<file path="src/rtl/alu_seq.sv">
// Multi-cycle ALU: registered single-cycle ops plus iterative shift-add multiply and restoring divide.
// Define ALU_SEQ_SIGNED_MULDIV_EN to make opcodes 1100/1110 signed; otherwise they run unsigned.
module alu_seq #(
  parameter int WIDTH = 32,
  parameter int SHW   = $clog2(WIDTH)
) (
  input  logic             clk,
  input  logic             reset_n,
  input  logic             start,
  input  logic [WIDTH-1:0] srcA,
  input  logic [WIDTH-1:0] srcB,
  input  logic [3:0]       ALUControl,
  output logic [WIDTH-1:0] result,
  output logic [WIDTH-1:0] hi,
  output logic             zero,
  output logic             overflow,
  output logic             div_by_zero,
  output logic             busy,
  output logic             done,
  output logic [1:0]       state_dbg
);

  // Handshake: a request is taken on a rising edge where start=1 and busy=0;
  // done pulses for one cycle with result/hi/flags valid, and they hold until the next completion.
  typedef enum logic [1:0] {IDLE, MUL, DIV, DONE} state_t;

  localparam logic [SHW-1:0] CNT_MAX = SHW'(WIDTH - 1);

  state_t           state, state_next;
  logic             accept, op_mul, op_div;
  logic [SHW-1:0]   cnt;
  logic [WIDTH-1:0] work_hi, work_lo, mop;
  logic             dbz_q;
  logic [WIDTH-1:0] a_mag, b_mag;

  logic [WIDTH-1:0] sum, diff, alu_res;
  logic             alu_ovf, alu_zero_ok;
  logic [SHW-1:0]   shamt;

  logic [WIDTH:0]   msum, shifted;
  logic [WIDTH-1:0] dsub;
  logic             dge;
  logic [WIDTH-1:0] step_hi, step_lo, fin_hi, fin_lo;

  assign op_mul    = (ALUControl[3:2] == 2'b11) && !ALUControl[1];
  assign op_div    = (ALUControl[3:2] == 2'b11) &&  ALUControl[1];
  assign accept    = start && ((state == IDLE) || (state == DONE));
  assign busy      = (state == MUL) || (state == DIV);
  assign done      = (state == DONE);
  assign state_dbg = state;
  assign shamt     = srcB[SHW-1:0];

  always_ff @(posedge clk or negedge reset_n) begin
    if (!reset_n) state <= IDLE;
    else          state <= state_next;
  end

  always_comb begin
    state_next = state;
    case (state)
      IDLE, DONE: begin
        if (start) begin
          if (op_mul)      state_next = MUL;
          else if (op_div) state_next = DIV;
          else             state_next = DONE;
        end else begin
          state_next = IDLE;
        end
      end
      MUL, DIV: if (cnt == '0) state_next = DONE;
      default:  state_next = IDLE;
    endcase
  end

  always_comb begin
    sum         = srcA + srcB;
    diff        = srcA - srcB;
    alu_res     = '0;
    alu_ovf     = 1'b0;
    alu_zero_ok = 1'b1;
    case (ALUControl)
      4'b0000: begin
        alu_res = sum;
        alu_ovf = (srcA[WIDTH-1] == srcB[WIDTH-1]) && (sum[WIDTH-1] != srcA[WIDTH-1]);
      end
      4'b0001: begin
        alu_res = diff;
        alu_ovf = (srcA[WIDTH-1] != srcB[WIDTH-1]) && (diff[WIDTH-1] != srcA[WIDTH-1]);
      end
      4'b0010: alu_res = srcA & srcB;
      4'b0011: alu_res = srcA | srcB;
      4'b0100: alu_res = srcA ^ srcB;
      4'b0101: alu_res = {{(WIDTH-1){1'b0}}, ($signed(srcA) < $signed(srcB))};
      4'b0110: alu_res = ~(srcA | srcB);
      4'b0111: alu_res = {{(WIDTH-1){1'b0}}, (srcA < srcB)};
      4'b1000: alu_res = srcA << shamt;
      4'b1001: alu_res = srcA >> shamt;
      4'b1010: alu_res = $unsigned($signed(srcA) >>> shamt);
      default: alu_zero_ok = 1'b0;
    endcase
  end

`ifdef ALU_SEQ_SIGNED_MULDIV_EN
  logic             sgn_sel, a_neg, b_neg;
  logic             neg_lo_q, neg_hi_q;
  logic [2*WIDTH-1:0] prod_neg;

  always_comb begin
    sgn_sel = (ALUControl[3:2] == 2'b11) && !ALUControl[0];
    a_neg   = sgn_sel && srcA[WIDTH-1];
    b_neg   = sgn_sel && srcB[WIDTH-1];
    a_mag   = a_neg ? -srcA : srcA;
    b_mag   = b_neg ? -srcB : srcB;
  end

  always_ff @(posedge clk or negedge reset_n) begin
    if (!reset_n) begin
      neg_lo_q <= 1'b0;
      neg_hi_q <= 1'b0;
    end else if (accept) begin
      neg_lo_q <= a_neg ^ b_neg;
      neg_hi_q <= a_neg;
    end
  end
`else
  assign a_mag = srcA;
  assign b_mag = srcB;
`endif

  // One iteration per busy cycle; work_hi/work_lo double as product halves or remainder/quotient.
  always_comb begin
    msum    = {1'b0, work_hi} + {1'b0, (work_lo[0] ? mop : '0)};
    shifted = {work_hi, work_lo[WIDTH-1]};
    dge     = shifted >= {1'b0, mop};
    dsub    = shifted[WIDTH-1:0] - mop;
    if (state == MUL) begin
      step_hi = msum[WIDTH:1];
      step_lo = {msum[0], work_lo[WIDTH-1:1]};
    end else begin
      step_hi = dge ? dsub : shifted[WIDTH-1:0];
      step_lo = {work_lo[WIDTH-2:0], dge};
    end
  end

  always_comb begin
    fin_hi = step_hi;
    fin_lo = step_lo;
`ifdef ALU_SEQ_SIGNED_MULDIV_EN
    prod_neg = -{step_hi, step_lo};
    if (state == MUL) begin
      if (neg_lo_q) {fin_hi, fin_lo} = prod_neg;
    end else begin
      if (neg_lo_q) fin_lo = -step_lo;
      if (neg_hi_q) fin_hi = -step_hi;
    end
`endif
    // Divide by zero reports all ones regardless of operand signs.
    if ((state == DIV) && dbz_q) fin_lo = '1;
  end

  always_ff @(posedge clk or negedge reset_n) begin
    if (!reset_n) begin
      result      <= '0;
      hi          <= '0;
      zero        <= 1'b0;
      overflow    <= 1'b0;
      div_by_zero <= 1'b0;
      cnt         <= '0;
      work_hi     <= '0;
      work_lo     <= '0;
      mop         <= '0;
      dbz_q       <= 1'b0;
    end else if (accept) begin
      if (op_mul || op_div) begin
        cnt     <= CNT_MAX;
        work_hi <= '0;
        work_lo <= op_mul ? b_mag : a_mag;
        mop     <= op_mul ? a_mag : b_mag;
        dbz_q   <= op_div && (srcB == '0);
      end else begin
        result      <= alu_res;
        hi          <= '0;
        zero        <= alu_zero_ok && (alu_res == '0);
        overflow    <= alu_ovf;
        div_by_zero <= 1'b0;
      end
    end else if (busy) begin
      cnt     <= cnt - SHW'(1);
      work_hi <= step_hi;
      work_lo <= step_lo;
      if (cnt == '0) begin
        result      <= fin_lo;
        hi          <= fin_hi;
        zero        <= (fin_lo == '0);
        overflow    <= 1'b0;
        div_by_zero <= (state == DIV) && dbz_q;
      end
    end
  end

endmodule

</file>
<file path="config.mk">
export PLATFORM = sky130hd
export DESIGN_NAME = alu_seq
export DESIGN_NICKNAME = d
export VERILOG_FILES = /design/src/rtl/alu_seq.sv
export SDC_FILE = /design/constraint.sdc
export NUM_CORES = 1
export LEC_CHECK = 0
export ABC_CLOCK_PERIOD_IN_PS = 4900
export BUFFER_PORTS_ARGS = -buffer_cell sky130_fd_sc_hd__buf_2
export CORE_MARGIN = 2
export CORE_UTILIZATION = 40
export DETAILED_ROUTE_END_ITERATION = 6
export GPL_TIMING_DRIVEN = 0
export SKIP_CTS_REPAIR_TIMING = 1
export SLEW_MARGIN = 20
export SYNTH_ARGS = -nofsm -noshare
export SYNTH_HDL_FRONTEND = slang
export SYNTH_SLANG_ARGS = --single-unit
</file>
<file path="constraint.sdc">
create_clock -name clk -period 4.9 [get_ports clk]
set_clock_uncertainty 0.2 [all_clocks]
set_input_delay 0.735 -clock clk [delete_from_list [all_inputs] [get_ports clk]]
set_output_delay 0.735 -clock clk [all_outputs]
set_load 0.02 [all_outputs]
</file>
# [Word level (Yosys, flattened, before mapping)]
# Cells that the tools add are included.
# Widths: inputs -> output; s select.
[word_totals] regBits=171 input_bits=71 output_inout_bits=71
[op_classes] add_sub_neg=5 order_cmp=3 eq_ne=21 n_shift=3 mux=44 bitwise_logic=4 reduce_logical=26
[op_table] operator="$mux 32" n=21
[op_table] operator="$pmux 32 s11" n=1
[op_table] operator="$logic_not 32->1" n=3
[op_table] operator="$lt 32x32->1" n=2
[op_table] operator="$sub 32x32->32" n=2
[op_table] operator="$add 32x32->33" n=1
[op_table] operator="$ge 33x32->1" n=1
[op_table] operator="$add 32x32->32" n=1
[op_table] operator="$and 32x32->32" n=1
[op_table] operator="$not 32->32" n=1
[op_table] operator="$or 32x32->32" n=1
[op_table] operator="$shl 32x5->32" n=1
[op_table] operator="$shr 32x5->32" n=1
[op_table] operator="$sshr 32x5->32" n=1
[op_table] operator="$xor 32x32->32" n=1
[op_table] operator="$eq 4x3->1 const B" n=4
[op_table] operator="$mux 5" n=3
[op_table] operator="$mux 1" n=14
[op_table] operator="$eq 4x4->1 const B" n=3
[op_table] operator="$reduce_or 11->1" n=1
[op_table] operator="$eq 4x2->1 const B" n=2
[op_table] operator="$logic_and 1x1->1" n=8
[op_table] operator="$eq 2x2->1 const B" n=3
[op_table] operator="$mux 2" n=3
[op_table] operator="18 further kinds" n=26

# [Logic depth before layout (Yosys ltp)]
[depth] ltp_word=8 ltp_mapped=18

# [Least setup slack after synthesis]
# Ideal clock, no wire load.
[synth_timing] path_kind="input port to flip-flop" start="input port srcB[2]" end="register zero" setup_time_ps=66 t_arrival_ps=4769 required_time_ps=4634 setup_slack_ps=-134 path_stages=18 path_buffers=4 path_cell_list="buf_2 > inv_1 > buf_2 > clkbuf_1 > buf_1 > ha_1 > a211oi_1 > o21bai_1 > a2111oi_1 > o21bai_1 > a21o_1 > o21ai_1 > nand4_1 > a2111oi_0 > nand4_1 > nor4_1 > and4_1 > a31o_1"
[synth_between] elab_chain_len=7 elab_cells_between_ends=16
[synth_lines] item="start: declaration" line="11" source="input logic [WIDTH-1:0] srcB,"
[synth_lines] item="branches (longest 2 deep; another with $sub 32x32->32)"
[synth_lines] item="$pmux 32 s11 *" line="81" source="case (ALUControl)"
[synth_lines] item="$logic_not 32->1 *" line="183" source="zero <= alu_zero_ok && (alu_res == '0);"
[synth_lines] item="$logic_and 1x1->1 *" line="183"
[synth_lines] item="$mux 1 *" line="174" source="if (op_mul || op_div) begin"
[synth_lines] item="$mux 1 *" line="173" source="end else if (accept) begin"
[synth_lines] item="end signal: assignment" line="183"
[synth_lines] item="end signal: assignment" line="194" source="zero <= (fin_lo == '0);"
[synth_lines] item="end: declaration" line="15" source="output logic zero,"
# Every way passes the cells marked *. The select of a mux whose other input is x is not followed.
# A chain may end at the register's enable or synchronous reset.

# [Worst setup path in the final report]
[layout_timing] start="input port srcB[4]" end="register zero"
# Same word-level chain as after synthesis.

==> impl_results.md <==
* Hold Crit Start: hi[16]$_DFFE_PN0P_
* Syn Nets at 3176
* Core area at 56200 sq um
* Average wire per standard cell at 34.5 microns
* Max cap viols at 0
* Synth Cell Area at 22600 sq um
* Tot Pwr at 14.1 mW
* Worst Tran Pin Value at 1.22 ns
* Yosys reg bits at 171
* Clock root cell: clkbuf_16
* IO Pins at 142
* Peak VDD IR at 376 uV
* DR vias at 26800
* Crit share post-route at 104%
* Final Setup Violations at 1
* XOR/XNOR Fraction of Synth Area at 2.67%
* Via/cell ratio at 6.94
* IO buf count at 139
* Reg2reg setup slack at 0.18 ns
* Area growth syn-to-layout at 13.8%
* First-pass GRT wire length at 188000 microns
* Post-Synthesis Cells at 2928
* Area leader, netlist: dfrtp_1
* Top_reg_cell synth: dfrtp_1
* Row count at 87
* Worst endpoint required time at 5.11 ns
* Placement Cell Area at 24400 sq um
* Post-DRT Antenna Nets at 0
* Initial DRT Pass Iterations at 7
* Combinational family with the most area after synthesis: compound AO/OA/AOI/OAI gates
* Clock latency on the worst-skew pair at 0.46 ns
* Min Clock Period, post-route at 5.09 ns
* Failing checks: setup timing
* Die width at 242 microns
* Routed WL at 133000 microns
* DR iter-0 viols at 3403
* Remaining DRCs at 0
* Critical path peak fanout at 11
* Gr usage total at 44.2%
* Antenna violations before repair at 6
* Mux contribution to synthesized area at 13.5%
* Hold Crit Class: reg2reg
* Startpoint types: primary input
* Worst setup path class: in2reg
* Maximum number of pins on one net before global-route repair at 71
* Post-synthesis sequential area ratio at 18.9%
* Clock transition at path regs at 0.08 ns
* Max-slew violations at 0
* Yosys Warn Count at 0
* CTS tree: built
* Synth Area in Compound Gates at 28.3%
* Initial Util at 40.3%
* CTS max path bufs at 2
* Critical path endpoint category: flop
* Hold path endpoint: hi[16]$_DFFE_PN0P_
* Total congestion overflow at 0
* Fmax at 196 MHz
* WP data arrival at 5.30 ns
* Total CTS buffers at 17
* FF-to-FF End: work_hi[29]$_DFFE_PN0P_
* Synthesized area per cell at 7.73 sq um
* Synth cell count leaders: nand2_1 (297), o21ai_0 (226), a21oi_1 (225)
* Pwr dens at 549 nW/um^2
* Die Footprint at 58500 sq um
* Synth top area share at 18.9%
* PnR worst setup slack at -0.192 ns
* # H-tree levels at 4
* FF-to-FF path depth at 15
* Top post-synthesis cells by area: dfrtp_1 (19%), ha_1 (9.6%), mux2i_1 (5.1%)
* Final hold vios at 0
* Synthesized-area fraction occupied by adder cells at 9.92%
* Number of distinct library cells after synthesis at 99
* Most frequent cell after synthesis: nand2_1
* Leak at 11.2 nW
* Layout cells sized above 1 at 15.7%
* Slew headroom at 17.9%
* EDFF count, synth at 0
* Post-Synth Simple-Gate Area at 19.6%
* Gpl congestion at 1.07
* Ys async rst share at 100%
* Post-DP HPWL at 105000 microns
* Die H at 242 microns
* CTS sink cnt at 171
* Hold path cells at 2
* Critical register-to-register path startpoint: work_lo[0]$_DFFE_PN0P_
* # nets final at 3338
* Status: finished, violations left
* Post-layout instance area at 25700 sq um
* Number of global-route vias before repair at 25500
-- layout make-up --
type,count,area [sq um]
flip-flops and latches,171,4280
clock inverters,14,144
fillers,5705,30400
clock buffers,18,439
plain buffers,208,1080
multi-input cells,2364,17300
inverters,163,616
repair buffers,165,955
diodes,7,17.5
well taps,756,946
-- flip-flops by register name (all words and copies together) (netlist names) --
| signal | count |
|---|---|
| hi | 32 |
| cnt | 5 |
| div_by_zero | 1 |
| mop | 32 |
| work_lo | 32 |
| work_hi | 32 |
| result | 32 |
| zero | 1 |
| dbz_q | 1 |
| state_dbg | 2 |
| overflow | 1 |
-- layout by cell type, fill, tap and decap left out, drive strengths merged, types with 76 or more instances in the layout --
master and n:
nand2 297, o21ai 232, a21oi 226, nor2 219
buf 219, ha 173, dfrtp 171, inv 171
clkbuf 171, mux2i 116, nand3 76
-- critical path, stage by stage --
cell and delay, ns:
buf_2 0.25, clkinvlp_4 0.33, buf_6 0.27, buf_2 0.23, ha_1 0.21, buf_1 0.27
nand3_1 0.16, o21ai_0 0.13, a2111oi_2 0.60, nand3_1 0.39, a211oi_2 0.38, nand3_1 0.18
nor4_4 0.36, nand4_1 0.15, nor4_2 0.26, and4_1 0.22, a31o_1 0.14
-- per-stage QoR --
stage	TNS [ns]	hold slack, ns	instances	util, %	worst slack [ns]
floorplan	0	0.239	2928	-	0.0123
global placement	-64.23	0.257	3823	43.2	-3.19
detailed placement	-63.32	0.262	3829	43.4	-3.05
CTS	-47.07	-0.0482	3861	44.4	-2.53
global route	-0.0601	0.315	3859	45.8	-0.0566
finish	-0.192	0.273	3866	45.8	-0.192
-- cell families (layout without fill, tap and decap cells) --
group                    after synthesis  in the layout
adder cells (fa/ha/maj)              177            177
buffers and inverters                393            568
other                                  0              7
AO/OA/AOI/OAI                        966            966
XOR/XNOR                              69             69
multiplexers                         228            228
flip-flops                           171            171
AND/OR/NAND/NOR                      924            924
-- worst max-delay path by stage --
stage / startpoint / to / cells past startpoint
final: srcB[4] / zero$_DFFE_PN0P_ / 17
after global routing: srcB[4] / zero$_DFFE_PN0P_ / 17
after CTS: srcB[3] / zero$_DFFE_PN0P_ / 19
after detailed placement: srcB[3] / zero$_DFFE_PN0P_ / 19
after global placement: srcB[3] / zero$_DFFE_PN0P_ / 19
after floorplan: srcB[2] / zero$_DFFE_PN0P_ / 18
-- routing by layer --
metal  GRT usage (%)  share of wire, %  up-vias  routed length [microns]
li1                -                 -    11200                        -
met5               0            0.0097        -                       13
met4            31.3               8.5        2                    11300
met2            66.7                42     1996                    56300
met1            54.6                38    13200                    50700
met3            12.1                11      497                    15100
-- power breakdown --
part	switching, mW	internal [mW]
registers	0.618	2.03
clock network	0.686	0.694
logic	6.43	3.67
total	7.73	6.39
Power figures use the tool's default switching activity.
